===== config.mk =====
export PLATFORM = sky130hd
export DESIGN_NAME = regs_wb_arbiter_flat
export DESIGN_NICKNAME = d
export VERILOG_FILES = /design/src/rtl/regs_wb_arbiter_if.sv /design/src/rtl/regs_wb_arbiter.sv /design/src/flat_wrapper.sv
export SDC_FILE = /design/constraint.sdc
export NUM_CORES = 1
export LEC_CHECK = 0
export BUFFER_PORTS_ARGS = -buffer_cell sky130_fd_sc_hd__buf_2
export CAP_MARGIN = 10
export CORE_ASPECT_RATIO = 0.5
export CORE_MARGIN = 2
export CORE_UTILIZATION = 46
export DETAILED_ROUTE_END_ITERATION = 10
export PLACE_DENSITY_LB_ADDON = 0.15
export SLEW_MARGIN = 0
export SYNTH_ARGS = -nofsm -noshare
export SYNTH_HDL_FRONTEND = slang
export SYNTH_SLANG_ARGS = --single-unit

===== constraint.sdc =====
create_clock -name clk -period 1.6 [get_ports clk]
set_input_delay 0 -clock clk [delete_from_list [all_inputs] [get_ports clk]]
set_output_delay 0 -clock clk [all_outputs]
set_load 0.02 [all_outputs]

===== src/rtl/regs_wb_arbiter_if.sv =====
// Writeback arbiter bus: two writeback requesters, decode scoreboard alloc/lookup,
// and the registered register-file write port.
interface regs_wb_arbiter_if #(
  parameter int unsigned ADDR_W = 5,
  parameter int unsigned DATA_W = 32
);

  // Requester 0: ALU result
  logic              req0_valid;
  logic [ADDR_W-1:0] req0_addr;
  logic [DATA_W-1:0] req0_data;
  logic              req0_ready;

  // Requester 1: load data
  logic              req1_valid;
  logic [ADDR_W-1:0] req1_addr;
  logic [DATA_W-1:0] req1_data;
  logic              req1_ready;

  // Decode: mark destination pending, look up source hazards
  logic              alloc_en;
  logic [ADDR_W-1:0] alloc_addr;
  logic [ADDR_W-1:0] rs1_addr;
  logic [ADDR_W-1:0] rs2_addr;
  logic              rs1_busy;
  logic              rs2_busy;

  // Register file write port
  logic              reg_write_en;
  logic [ADDR_W-1:0] reg_waddr;
  logic [DATA_W-1:0] reg_wdata;

  // Pipeline side: requesters, decode, and the register file observer
  modport master (
    output req0_valid, req0_addr, req0_data,
    output req1_valid, req1_addr, req1_data,
    output alloc_en, alloc_addr, rs1_addr, rs2_addr,
    input  req0_ready, req1_ready, rs1_busy, rs2_busy,
    input  reg_write_en, reg_waddr, reg_wdata
  );

  // Arbiter side
  modport slave (
    input  req0_valid, req0_addr, req0_data,
    input  req1_valid, req1_addr, req1_data,
    input  alloc_en, alloc_addr, rs1_addr, rs2_addr,
    output req0_ready, req1_ready, rs1_busy, rs2_busy,
    output reg_write_en, reg_waddr, reg_wdata
  );

endinterface


===== src/rtl/regs_wb_arbiter.sv =====
// Register-file writeback arbiter: shares the single write port between the ALU
// (req0) and load (req1) writeback paths, and keeps a pending-write scoreboard
// so decode can stall on sources whose producer has not written back yet.
module regs_wb_arbiter #(
  parameter int unsigned ADDR_W      = 5,
  parameter int unsigned DATA_W      = 32,
  parameter bit          ROUND_ROBIN = 1'b1
) (
  input logic             clk,
  input logic             rst,
  regs_wb_arbiter_if.slave bus
);

  localparam int unsigned NumRegs = 2 ** ADDR_W;

  // 1: req1 won the most recent transfer, 0: req0 did
  logic              last_grant_q, last_grant_d;
  logic              grant0, grant1, xfer;
  logic [ADDR_W-1:0] sel_addr;
  logic [DATA_W-1:0] sel_data;

  logic [NumRegs-1:0] pending_q, pending_d;

  logic              write_en_q, write_en_d;
  logic [ADDR_W-1:0] waddr_q, waddr_d;
  logic [DATA_W-1:0] wdata_q, wdata_d;

  // Arbitration: a lone requester always wins; a contest goes by round-robin or to req0
  always_comb begin
    grant0 = 1'b0;
    grant1 = 1'b0;
    unique case ({bus.req1_valid, bus.req0_valid})
      2'b01: grant0 = 1'b1;
      2'b10: grant1 = 1'b1;
      2'b11: begin
        if (ROUND_ROBIN && !last_grant_q) grant1 = 1'b1;
        else                              grant0 = 1'b1;
      end
      default: ;
    endcase
  end

  assign xfer     = grant0 | grant1;
  assign sel_addr = grant1 ? bus.req1_addr : bus.req0_addr;
  assign sel_data = grant1 ? bus.req1_data : bus.req0_data;

  assign bus.req0_ready = grant0;
  assign bus.req1_ready = grant1;

  // Next-state: grant history, write port staging and scoreboard update
  always_comb begin
    last_grant_d = last_grant_q;
    write_en_d   = 1'b0;
    waddr_d      = waddr_q;
    wdata_d      = wdata_q;
    pending_d    = pending_q;

    if (xfer) begin
      last_grant_d       = grant1;
      // x0 writes are accepted so the requester retires, but never reach the regfile
      write_en_d         = (sel_addr != '0);
      waddr_d            = sel_addr;
      wdata_d            = sel_data;
      pending_d[sel_addr] = 1'b0;
    end

    // A new producer allocated on the retire edge stays outstanding
    if (bus.alloc_en) begin
      pending_d[bus.alloc_addr] = 1'b1;
    end

    pending_d[0] = 1'b0;
  end

  // State registers; reset drops any grant presented in the same cycle
  always_ff @(posedge clk) begin
    if (rst) begin
      last_grant_q <= 1'b1;
      write_en_q   <= 1'b0;
      waddr_q      <= '0;
      wdata_q      <= '0;
      pending_q    <= '0;
    end else begin
      last_grant_q <= last_grant_d;
      write_en_q   <= write_en_d;
      waddr_q      <= waddr_d;
      wdata_q      <= wdata_d;
      pending_q    <= pending_d;
    end
  end

  // Pending clears on the accept edge, so a reader unstalls in the cycle the
  // regfile sees the write and can forward it.
  assign bus.rs1_busy = pending_q[bus.rs1_addr];
  assign bus.rs2_busy = pending_q[bus.rs2_addr];

  assign bus.reg_write_en = write_en_q;
  assign bus.reg_waddr    = waddr_q;
  assign bus.reg_wdata    = wdata_q;

endmodule


===== src/flat_wrapper.sv =====
// flat-port wrapper written by rule: the top's interface ports become plain ports
module regs_wb_arbiter_flat 
#(
  parameter int unsigned ADDR_W      = 5,
  parameter int unsigned DATA_W      = 32,
  parameter bit          ROUND_ROBIN = 1'b1
)
  (clk, rst, bus_req0_valid, bus_req0_addr, bus_req0_data, bus_req1_valid, bus_req1_addr, bus_req1_data, bus_alloc_en, bus_alloc_addr, bus_rs1_addr, bus_rs2_addr, bus_req0_ready, bus_req1_ready, bus_rs1_busy, bus_rs2_busy, bus_reg_write_en, bus_reg_waddr, bus_reg_wdata);
  regs_wb_arbiter_if #(.ADDR_W(ADDR_W), .DATA_W(DATA_W)) bus_i ();
  input logic clk;
  input logic rst;
  input wire logic [$bits(bus_i.req0_valid)-1:0] bus_req0_valid;
  input wire logic [$bits(bus_i.req0_addr)-1:0] bus_req0_addr;
  input wire logic [$bits(bus_i.req0_data)-1:0] bus_req0_data;
  input wire logic [$bits(bus_i.req1_valid)-1:0] bus_req1_valid;
  input wire logic [$bits(bus_i.req1_addr)-1:0] bus_req1_addr;
  input wire logic [$bits(bus_i.req1_data)-1:0] bus_req1_data;
  input wire logic [$bits(bus_i.alloc_en)-1:0] bus_alloc_en;
  input wire logic [$bits(bus_i.alloc_addr)-1:0] bus_alloc_addr;
  input wire logic [$bits(bus_i.rs1_addr)-1:0] bus_rs1_addr;
  input wire logic [$bits(bus_i.rs2_addr)-1:0] bus_rs2_addr;
  output wire logic [$bits(bus_i.req0_ready)-1:0] bus_req0_ready;
  output wire logic [$bits(bus_i.req1_ready)-1:0] bus_req1_ready;
  output wire logic [$bits(bus_i.rs1_busy)-1:0] bus_rs1_busy;
  output wire logic [$bits(bus_i.rs2_busy)-1:0] bus_rs2_busy;
  output wire logic [$bits(bus_i.reg_write_en)-1:0] bus_reg_write_en;
  output wire logic [$bits(bus_i.reg_waddr)-1:0] bus_reg_waddr;
  output wire logic [$bits(bus_i.reg_wdata)-1:0] bus_reg_wdata;
  assign bus_i.req0_valid = bus_req0_valid;
  assign bus_i.req0_addr = bus_req0_addr;
  assign bus_i.req0_data = bus_req0_data;
  assign bus_i.req1_valid = bus_req1_valid;
  assign bus_i.req1_addr = bus_req1_addr;
  assign bus_i.req1_data = bus_req1_data;
  assign bus_i.alloc_en = bus_alloc_en;
  assign bus_i.alloc_addr = bus_alloc_addr;
  assign bus_i.rs1_addr = bus_rs1_addr;
  assign bus_i.rs2_addr = bus_rs2_addr;
  assign bus_req0_ready = bus_i.req0_ready;
  assign bus_req1_ready = bus_i.req1_ready;
  assign bus_rs1_busy = bus_i.rs1_busy;
  assign bus_rs2_busy = bus_i.rs2_busy;
  assign bus_reg_write_en = bus_i.reg_write_en;
  assign bus_reg_waddr = bus_i.reg_waddr;
  assign bus_reg_wdata = bus_i.reg_wdata;
  regs_wb_arbiter #(.ADDR_W(ADDR_W), .DATA_W(DATA_W), .ROUND_ROBIN(ROUND_ROBIN)) u_core (.clk(clk), .rst(rst), .bus(bus_i));
endmodule

# Word-level counts from Yosys, hierarchy flattened
# Index checks and enable logic that the tools add are counted.
[word_totals]
register_bits = 71
[classes]
eq_ne = 3
n_reduce_logical = 4
bitwise = 5
mux = 16
n_lt_le_gt_ge = 6
[ops]
columns = ["operator", "count"]
rows = [
  ["$mux W32", 3],
  ["$and A32 B32 Y32", 1],
  ["$not A32 Y32", 1],
  ["$or A32 B32 Y32", 1],
  ["$lt A5 B6 Y1 const B", 4],
  ["$bmux W1 S5", 2],
  ["$demux W1 S5", 2],
  ["$ge A5 B1 Y1 const B", 2],
  ["$mux W1", 6],
  ["$mux W5", 1],
  ["$reduce_bool A5 Y1", 1],
  ["$eq A2 B2 Y1 const B", 2],
  ["$pmux W1 S2", 2],
  ["$eq A2 B1 Y1 const B", 1],
  ["$logic_and A1 B1 Y1", 2],
  ["$reduce_or A2 Y1", 1],
  ["$not A1 Y1", 1],
  ["$or A1 B1 Y1", 1],
]

# Depth between registers and ports, before layout
# Gate-level depths: netlist of run 1.
[depth]
depth_word = 12
depth_mapped = 6
mapped_depth_nobuf = 4

# Worst setup path before layout of run 1
# OpenSTA, ideal clock, no wires.
[synth_path]
path_type = "register to register"
from = "register u_core.last_grant_q"
to = "register u_core.pending_q[27]"
period_less_slack_ps = 1647
t_required_ps = 1468
n_path_buf = 2
arrival_time_ps = 1514
setup_ps = 132
path_slack_ps = -47
stages_incl_launch_ff = 7
path_cell_list = "dfxtp_1 -> a21boi_2 -> buf_6 -> buf_4 -> mux2_2 -> o41ai_1 -> a21oi_1"
[synth_via]
elab_chain_len = 12
[synth_rtl]
columns = ["item", "line", "text"]
rows = [
  ["from (decl)", "regs_wb_arbiter.sv:17", "logic last_grant_q, last_grant_d;"],
  ["from (signal assigned)", "regs_wb_arbiter.sv:84", "last_grant_q <= last_grant_d;"],
  ["$mux W1", "regs_wb_arbiter.sv:36", "if (ROUND_ROBIN && !last_grant_q) grant1 = 1'b1;"],
  ["$pmux W1 S2", "regs_wb_arbiter.sv:32", "unique case ({bus.req1_valid, bus.req0_valid})"],
  ["$mux W5", "regs_wb_arbiter.sv:44", "assign sel_addr = grant1 ? bus.req1_addr : bus.req0_addr;"],
  ["$lt A5 B6 Y1 (not written as such) / $ge A5 B1 Y1 (equally long branches)", "regs_wb_arbiter.sv:64", "pending_d[sel_addr] = 1'b0;"],
  ["$logic_and A1 B1 Y1 (not written as such)", "regs_wb_arbiter.sv:64", ""],
  ["$mux W1 (not written as such)", "regs_wb_arbiter.sv:64", ""],
  ["$demux W1 S5", "n/a", ""],
  ["$not A32 Y32 (no line)", "n/a", ""],
  ["$and A32 B32 Y32 (no line)", "n/a", ""],
  ["$mux W32 (*)", "regs_wb_arbiter.sv:58", "if (xfer) begin"],
  ["$or A32 B32 Y32 (no line)", "n/a", ""],
  ["$mux W32 (*)", "regs_wb_arbiter.sv:68", "if (bus.alloc_en) begin"],
  ["to (signal assigned)", "regs_wb_arbiter.sv:88", "pending_q <= pending_d;"],
  ["to (decl)", "regs_wb_arbiter.sv:22", "logic [NumRegs-1:0] pending_q, pending_d;"],
]
# Every way passes the cells marked *; elsewhere a longest branch is shown, timed or not.
# A chain may end at the register's enable or synchronous reset.

# Worst setup path after layout of run 1
[layout_path]
from = "register u_core.pending_q[1]"
to = "output port bus_rs2_busy"
[layout_via]
elab_chain_len = 2
[layout_rtl]
columns = ["item", "line", "text"]
rows = [
  ["$bmux W1 S5", "regs_wb_arbiter.sv:95", "assign bus.rs2_busy = pending_q[bus.rs2_addr];"],
  ["$mux W1 (not written as such)", "regs_wb_arbiter.sv:95", ""],
  ["to (decl)", "flat_wrapper.sv:25", "output wire logic [$bits(bus_i.rs2_busy)-1:0] bus_rs2_busy;"],
]
# Every way passes these cells. The select of a mux whose other input is x is not followed.

==> results of run 1 <==
[cells in the mapped netlist (3+ instances only)]
cell,n,area (um2)
mux2_2,3,33.8
nor3_1,3,15.0
inv_1,17,63.8
nand4_1,4,25.0
o32ai_1,14,123
buf_2,3,15.0
nor4_1,14,87.6
nor3b_1,3,22.5
buf_6,5,56.3
nor2_1,53,199
nand2_1,22,82.6
a311oi_1,8,70.1
a211oi_1,36,270
dfxtp_1,70,1400
mux2i_1,39,390
clkbuf_1,21,78.8
a21oi_1,17,85.1
nor2b_1,13,81.3
buf_4,4,30.0
nand3b_1,4,30.0
nand2b_1,3,18.8
nand3_1,3,15.0
mux4_1,12,315
o41ai_1,9,78.8
[worst paths after layout]
| path | depth (start not counted) | slack (ps) | start | end |
|---|---|---|---|---|
| worst min register to register | 2 | 450 | u_core.bus.reg_waddr[1]$_SDFFE_PP0N_ | u_core.bus.reg_waddr[1]$_SDFFE_PP0N_ |
| worst max register to register | 5 | -110 | u_core.last_grant_q$_SDFFE_PP1N_ | u_core.pending_q[27]$_SDFF_PP0_ |
| worst max-delay path | 5 | -390 | u_core.pending_q[1]$_SDFF_PP0_ | bus_rs2_busy |
| worst min-delay path | 3 | 7 | bus_req0_data[11] | u_core.bus.reg_wdata[11]$_SDFFE_PP0N_ |
[sequential cells by signal, indices dropped and copies added (netlist names)]
name                     flops
u_core.bus.reg_wdata        32
u_core.pending_q            31
u_core.bus.reg_waddr         5
u_core.bus.reg_write_en      1
u_core.last_grant_q          1
[report_power, final]
part           switching, mW  internal [mW]  leakage, nW
Combinational          0.610          0.467         1.61
Clock                  0.713           1.49        0.166
Sequential            0.0490           1.84        0.580
[metal layers]
metal | vias up | GRT usage (%) | part of all wire (%)
met5 | - | 0 | 0
met1 | 1827 | 30.1 | 43
met4 | 0 | 9.47 | 2.1
li1 | 1906 | - | -
met2 | 154 | 40.4 | 47
met3 | 23 | 7.16 | 7.6
[worst reg2reg max path, stage by stage (launching register included)]
cell      delay, ps
dfxtp_2         330
a21boi_4        240
buf_6           160
mux2_4          370
o41ai_2         360
a21oi_1         120
[timing repair]
action / 4_1_cts / 5_1_grt
gates cloned: 1 / 2
pin swaps: 6 / 27
resized for setup: 27 / 56
hold endpoints to repair: 6 / 0
buffers inserted: 3 / 10
hold buffers: 6 / 0
endpoints found under the setup margin: 21 / 46
[kinds of logic after synthesis]
group,count (synthesis)
flops,70
mux,59
simple gates,139
buf+inv,53
compound gates,91
[area by class of cell]
type | instances | share of cell area, %
Multi-Input combinational cell | 290 | 44.7
Sequential cell | 70 | 25.0
Timing Repair Buffer | 187 | 20.8
Clock buffer | 13 | 4.77
Tap cell | 112 | 2.47
Clock inverter | 3 | 1.15
Inverter | 17 | 1.13
==> flow_summary.json, run 1 <==
{
  "antenna_found_initial": 0,
  "htree_levels": 3,
  "arrival_ps": 1990,
  "status": "finished, violations left",
  "critPathRequiredTime_ps": 1600,
  "numCtsBuffers": 9,
  "cts.sink_count": 70,
  "wl_um": 12000,
  "violations": "setup timing",
  "critPathMaxFanout": 3,
  "synth_cells": 412,
  "nets": 669,
  "worst_setup_path_end_kind": "output pin",
  "slew_headroom_pct": 56.0,
  "vias_per_cell": 5.65,
  "grt_pass1_vias": 3654,
  "ys_warn_count": 0,
  "synth_nets": 506,
  "ys_async_sr_fraction_pct": 0,
  "path_buf_inv": 1,
  "grt_max_degree": 73,
  "yosysUniqueCellTypes": 45,
  "core_area_um2": 8140,
  "design_area_um2": 5660,
  "die_h_um": 69.2,
  "track_usage_pct": 24.4,
  "drt_iter0_drc": 233,
  "final-setup-viol-count": 29,
  "pre_cts_slack_ps": -125,
  "synth_compound_area_share_pct": 18.0,
  "timing.final.crit_share_pct": 125,
  "routabilityCongestion": 0.818,
  "antennaDiodeCount": 0,
  "row_count": 23,
  "cts_tree": "yes",
  "synth_xor_xnor_area_share_pct": 0,
  "holdWs_ps": 7.46,
  "dp_hpwl_um": 7620,
  "final_common_cell": "buf_2",
  "multiInputGateArea_um2": 2530,
  "dp.cells": 655,
  "regArea_um2": 1410,
  "tightestPinTransition_ps": 660,
  "fin_setup_tns_ps": -2200,
  "power.leakage_nw": 2.35,
  "num_vias": 3910,
  "layout-drive-gt1-share_pct": 45.2,
  "drv_cap": 0,
  "path_class": "reg2out",
  "cp_top_family": "simple AND/OR/NAND/NOR gates",
  "grt_overflow": 0,
  "start_util_pct": 48.1,
  "synth.area.mux_share_pct": 21.3,
  "synth_seq_cells": 70,
  "portBuffers": 135,
  "finalPower_mw": 5.17,
  "path_cells": "mux2_2 > a221oi_2 > a2111oi_0 > or4_1 > buf_6",
  "final_util_pct": 69.5,
  "cts.path.max_buffers": 2,
  "seq_area_frac_synth_pct": 35.8,
  "fin_crit_ps": 1990,
  "clk-insertion-delay-late_ps": 330,
  "crit_slowest_cell": "or4_1",
  "syn-cell-area_um2": 3920,
  "fin_cells": 692,
  "setup_slack_ps": -392,
  "max_stage_delay_ps": 530,
  "hold_class": "in2reg",
  "final_cell_mix": "buf_2, dfxtp_1, nor2_1",
  "synth_top_family_by_area": "multiplexers",
  "path_clk_slew_ps": 50,
  "fill_cells": 635,
  "placedInstanceArea_um2": 4810,
  "drv_slew": 0,
  "syn_area_per_cell_um2": 9.51,
  "syn_to_final_growth_pct": 44.6,
  "peakVddDrop_mv": 0.744,
  "drt-pass1-iter-count": 4,
  "grt_pass1_wl_um": 17900,
  "antenna_left": 0,
  "synthFlopType": "dfxtp_1",
  "route.detailed.drc": 0,
  "synth_edf_count": 0,
  "wl_per_cell_um": 17.3,
  "boundaryPins": 136,
  "power.density_nw_per_um2": 913,
  "hold_violations": 0,
  "yosys.area_share.simple_pct": 18.3,
  "design.die.area_um2": 9310,
  "max_freq_ghz": 0.502,
  "synthAdderAreaFrac_pct": 0,
  "cts-root-buf": "clkbuf_16",
  "die_w_um": 134,
  "start_kind": "register",
  "skew_ps": 3.91,
  "rsz0062_at_grt": "true"
}
(Power assumes the default switching activity.)
==> run 2, diff against run 1 <==
--- a/config.mk
+++ b/config.mk
@@ -11,6 +11,7 @@
 export CORE_MARGIN = 2
 export CORE_UTILIZATION = 46
 export DETAILED_ROUTE_END_ITERATION = 10
+export GPL_ROUTABILITY_DRIVEN = 0
 export PLACE_DENSITY_LB_ADDON = 0.15
 export SLEW_MARGIN = 0
 export SYNTH_ARGS = -nofsm -noshare
==> constraint.sdc (replaced) <==
create_clock -name clk -period 1.6 [get_ports clk]
set_input_delay 0 -clock clk [delete_from_list [all_inputs] [get_ports clk]]
set_output_delay 0 -clock clk [all_outputs]
set_load 0.1 [all_outputs]
==> run 2 against run 1 <==
  * The run still ends with setup timing left
  * Hold slack barely moved
  * Fmax fell by 2.7%
  * Count of clock-buffer cells in the layout rose by 1
  * Cell area rose by 2.4%
  * Core utilization rose by 1.7 points
  * Die area did not move
  * Via count rose by 1.6%
  * Sequential power barely moved
  * Non-clock buffer count rose by 3
  * Register-to-register slack got worse by 60 ps
  * Wire length rose by 6.0%
  * Critical endpoint unchanged
  * Largest power group is now sequential cells
==> flow_summary.json, run 2 (synthesis results as in run 1) <==
{
  "status": "finished, violations left",
  "violations": "setup timing",
  "htree_levels": 3,
  "dp.cells": 656,
  "r2r_cells": 8,
  "antenna_left": 0,
  "die_w_um": 134,
  "r2r_end": "u_core.pending_q[7]$_SDFF_PP0_",
  "route.detailed.drc": 0,
  "drt_iter0_drc": 333,
  "skew_ps": 3.82,
  "cts.sink_count": 70,
  "tightestPinTransition_ps": 652,
  "largest_register_ffs": 32,
  "critPathRequiredTime_ps": 1600,
  "critPathMaxFanout": 3,
  "design.die.area_um2": 9310,
  "drv_slew": 0,
  "row_count": 23,
  "nets": 672,
  "grt_max_degree": 73,
  "grt.met2_usage_pct": 41.1,
  "numCtsBuffers": 9,
  "hp-start": "bus_req0_data[0]",
  "grt_pass1_vias": 3675,
  "wl_per_cell_um": 18.3,
  "whs_endpoint": "u_core.bus.reg_wdata[0]$_SDFFE_PP0N_",
  "min_path_cells": 3,
  "fin_crit_ps": 2050,
  "cts-root-buf": "clkbuf_16",
  "busiest_layer": "met2",
  "antennaDiodeCount": 0,
  "hold_violations": 0,
  "reg2reg_setup_slack_ps": -170,
  "vias_per_cell": 5.72,
  "layout-drive-gt1-share_pct": 47.6,
  "peakVddDrop_mv": 0.828,
  "final_util_pct": 71.2,
  "wl_um": 12700,
  "path_clk_slew_ps": 50,
  "boundaryPins": 136,
  "die_h_um": 69.2,
  "cts.path.max_buffers": 2,
  "fin_cells": 694,
  "syn_to_final_growth_pct": 48.1,
  "drt-pass1-iter-count": 6,
  "start_kind": "register",
  "path_class": "reg2out",
  "start_util_pct": 48.1,
  "cts_tree": "yes",
  "grtUsageMet3_pct": 7.38,
  "num_vias": 3971,
  "rsz0062_at_grt": "true",
  "worst_setup_path_end_kind": "output pin",
  "power.leakage_nw": 2.37,
  "slew_headroom_pct": 56.5,
  "grt_pass1_wl_um": 18100,
  "core_area_um2": 8140,
  "arrival_ps": 2050,
  "r2r-start": "u_core.last_grant_q$_SDFFE_PP1N_",
  "final-setup-viol-count": 33,
  "setup_slack_ps": -447,
  "antenna_found_initial": 0,
  "timing.final.crit_share_pct": 128,
  "fin_setup_tns_ps": -3730,
  "power.density_nw_per_um2": 933,
  "use_met1_pct": 31.0,
  "final_cell_mix": "buf_2, dfxtp_1, nor2_1",
  "clk-insertion-delay-late_ps": 330,
  "portBuffers": 135,
  "max_freq_ghz": 0.488,
  "drv_cap": 0,
  "final_common_cell": "buf_2",
  "hold_class": "in2reg",
  "critical_path.startpoint": "u_core.pending_q[3]$_SDFF_PP0_",
  "dp_hpwl_um": 7930,
  "grt_overflow": 0,
  "track_usage_pct": 24.5
}
==> run 2: worst max-delay path by stage <==
stage	end	slack, ps	cells past startpoint
after detailed placement	bus_rs2_busy	-200	5
after global routing	bus_rs2_busy	-530	5
after CTS	bus_rs1_busy	-440	5
final	bus_rs2_busy	-450	5
after floorplan	bus_rs1_busy	-20	3
after global placement	bus_rs2_busy	-190	5
==> run 2: power breakdown <==
| group | switching, mW | total (mW) | internal (mW) |
|---|---|---|---|
| logic | 1.17 | 1.71 | 0.541 |
| registers | 0.0505 | 1.89 | 1.84 |
| clock network | 0.691 | 1.81 | 1.12 |
==> run 2: routing by layer <==
layer | share of wire (%) | vias to the layer above
li1 | - | 1904
met1 | 42 | 1860
met2 | 47 | 183
met3 | 9.6 | 24
met4 | 1.4 | 0
met5 | 0 | -
==> run 2: cell type report <==
type / count / area (um2)
inverters: 17 / 63.8
repair buffers: 190 / 1330
flip-flops and latches: 70 / 1410
fillers: 618 / 2340
well taps: 112 / 140
clock inverters: 1 / 5.00
multi-input cells: 290 / 2580
clock buffers: 14 / 264
==> run 2: timing repair <==
action                                 4_1_cts  5_1_grt
endpoints found under the hold margin        1        0
setup endpoints to repair                    7       36
cloned                                       2        2
resized for setup                           32       73
setup buffers                                3       16
hold buffers                                 1        0
pin swaps                                    9       31
==> run 2: per-stage QoR <==
| step | power (mW) | area, um2 | hold WS [ps] | setup WS (ps) |
|---|---|---|---|---|
| 5_1_grt | 5.59 | 5800 | 9.81 | -532 |
| 3_3_place_gp | 3.34 | 4850 | 294 | -187 |
| 2_1_floorplan | 2.98 | 3950 | 143 | -16.9 |
| 3_5_place_dp | 3.35 | 4850 | 303 | -197 |
| 6_report | 5.41 | 5800 | 7.96 | -447 |
| 4_1_cts | 5.21 | 5260 | 4.68 | -436 |
==> run 2: critical path, stage by stage (launching register included) <==
cell and delay [ps]:
dfxtp_1 350, mux2_2 280, a221oi_1 230, a2111oi_0 110, or4_4 570, buf_12 180
==> run 3, diff against run 2 <==
--- a/config.mk
+++ b/config.mk
@@ -8,7 +8,7 @@
 export BUFFER_PORTS_ARGS = -buffer_cell sky130_fd_sc_hd__buf_2
 export CAP_MARGIN = 10
 export CORE_ASPECT_RATIO = 0.5
-export CORE_MARGIN = 2
+export CORE_MARGIN = 1.5
 export CORE_UTILIZATION = 46
 export DETAILED_ROUTE_END_ITERATION = 10
 export GPL_ROUTABILITY_DRIVEN = 0
==> run 3 against run 2 <==
  * The flow still finishes with violations (setup timing)
  * Critical endpoint is now bus_rs1_busy
  * Global-route usage rose by 0.91 points
  * Largest cell class unchanged
  * Fmax rose by 0.54%
  * Non-clock buffer count did not move
  * Clock power rose by 19%
  * Critical path type unchanged
==> flow_summary.json, run 3 (synthesis results as in run 1) <==
{
  "status": "finished, violations left",
  "violations": "setup timing",
  "path_cells": "mux4_2 > and4b_1 > or4_4 > buf_12",
  "numCtsBuffers": 9,
  "critPathMaxFanout": 3,
  "path_clk_slew_ps": 60,
  "holdWs_ps": 0.592,
  "route.detailed.drc": 0,
  "track_usage_pct": 25.4,
  "cts-root-buf": "clkbuf_16",
  "hold_violations": 0,
  "worst_setup_path_end_kind": "output pin",
  "syn_to_final_growth_pct": 51.3,
  "start_kind": "register",
  "drt_iter0_drc": 258,
  "power.leakage_nw": 2.41,
  "cts_tree": "yes",
  "timing.final.crit_share_pct": 127,
  "antenna_found_initial": 0,
  "portBuffers": 135,
  "antenna_left": 0,
  "dp.cells": 653,
  "design.die.area_um2": 9110,
  "dp_hpwl_um": 7850,
  "wl_um": 13000,
  "cts.sink_count": 70,
  "slew_headroom_pct": 55.6,
  "layout-drive-gt1-share_pct": 49.2,
  "max_freq_ghz": 0.491,
  "tightestPinTransition_ps": 667,
  "setup_slack_ps": -436,
  "fin_crit_ps": 2040,
  "critPathRequiredTime_ps": 1600,
  "vias_per_cell": 5.84,
  "cts.path.max_buffers": 2,
  "final_util_pct": 73.0,
  "num_vias": 4062,
  "power.density_nw_per_um2": 970,
  "largest_register_ffs": 32,
  "fill_cells": 594,
  "antennaDiodeCount": 0,
  "drt-pass1-iter-count": 7,
  "drv_slew": 0,
  "max_stage_delay_ps": 550,
  "skew_ps": 5.23,
  "wl_per_cell_um": 18.6,
  "grt_overflow": 0,
  "arrival_ps": 2040,
  "final_cell_mix": "buf_2, dfxtp_1, nor2_1",
  "final_common_cell": "buf_2",
  "boundaryPins": 136,
  "row_count": 23,
  "grt_max_degree": 73,
  "drv_cap": 0,
  "die_w_um": 133,
  "grt_pass1_wl_um": 18100,
  "nets": 672,
  "die_h_um": 68.2,
  "grt_pass1_vias": 3571,
  "crit_slowest_cell": "or4_4",
  "core_area_um2": 8120,
  "fin_cells": 695,
  "start_util_pct": 48.3,
  "final-setup-viol-count": 34,
  "rsz0062_at_grt": "true",
  "hold_class": "in2reg",
  "htree_levels": 3,
  "clk-insertion-delay-late_ps": 330,
  "peakVddDrop_mv": 0.792,
  "path_class": "reg2out"
}
-- run 3: path summary, 6_finish.rpt --
| path | end | slack [ps] | cells past startpoint | startpoint |
|---|---|---|---|---|
| setup / recovery | bus_rs1_busy | -440 | 4 | u_core.pending_q[23]$_SDFF_PP0_ |
| hold / removal | u_core.bus.reg_wdata[13]$_SDFFE_PP0N_ | 0.6 | 3 | bus_req0_data[13] |
| setup reg to reg | u_core.pending_q[20]$_SDFF_PP0_ | -270 | 8 | u_core.last_grant_q$_SDFFE_PP1N_ |
| hold reg to reg | u_core.bus.reg_waddr[1]$_SDFFE_PP0N_ | 450 | 2 | u_core.bus.reg_waddr[1]$_SDFFE_PP0N_ |
-- run 3: cell type report --
type	count	area (um2)	area share (%)
multi-input combinational	290	2680	45.2
sequential	70	1410	23.9
timing repair buffer	190	1310	22.1
clock buffer	10	239	4.03
tap	112	140	2.36
clock inverter	6	85.1	1.44
inverter	17	63.8	1.08
-- run 3: worst max-delay path, delay by kind of cell, from the launching register on --
kind                   cells  cell delay (ps)
buffers and inverters      1              180
flip-flops                 1              320
multiplexers               1              450
AND/OR/NAND/NOR            2              750
-- run 3: layer usage --
metal | up-vias | routed length, um | GRT usage (%)
met5 | - | 0 | 0
met4 | 0 | 348 | 5.98
met3 | 36 | 1230 | 8.59
met2 | 217 | 6120 | 42.6
met1 | 1907 | 5270 | 32.2
li1 | 1902 | - | -
-- run 3: metrics by stage --
stage                     setup WS [ps]  instance area, um2  setup TNS [ps]  total power [mW]
after floorplan                   -16.9                3950           -33.8              2.98
after global routing               -490                5930           -6540              5.92
after detailed placement           -196                4820            -792              3.34
after CTS                          -423                5430           -1580              5.58
final                              -436                5930           -4490              5.75
after global placement             -192                4820            -491              3.33
-- run 3: timing repair --
item | 4_1_cts | 5_1_grt
setup buffers | 11 | 12
setup endpoints to repair | 19 | 58
hold buffers | 1 | 0
endpoints found under the hold margin | 1 | 0
gates resized for setup | 47 | 66
pin swaps | 20 | 28
cloned | 2 | 2
-- run 3: power by group --
part	leakage [nW]	internal (mW)	total (mW)	switching, mW
combinational	1.67	0.529	1.71	1.18
clock	0.154	1.40	2.15	0.753
sequential	0.580	1.84	1.89	0.0500
total	2.41	3.77	5.75	1.98
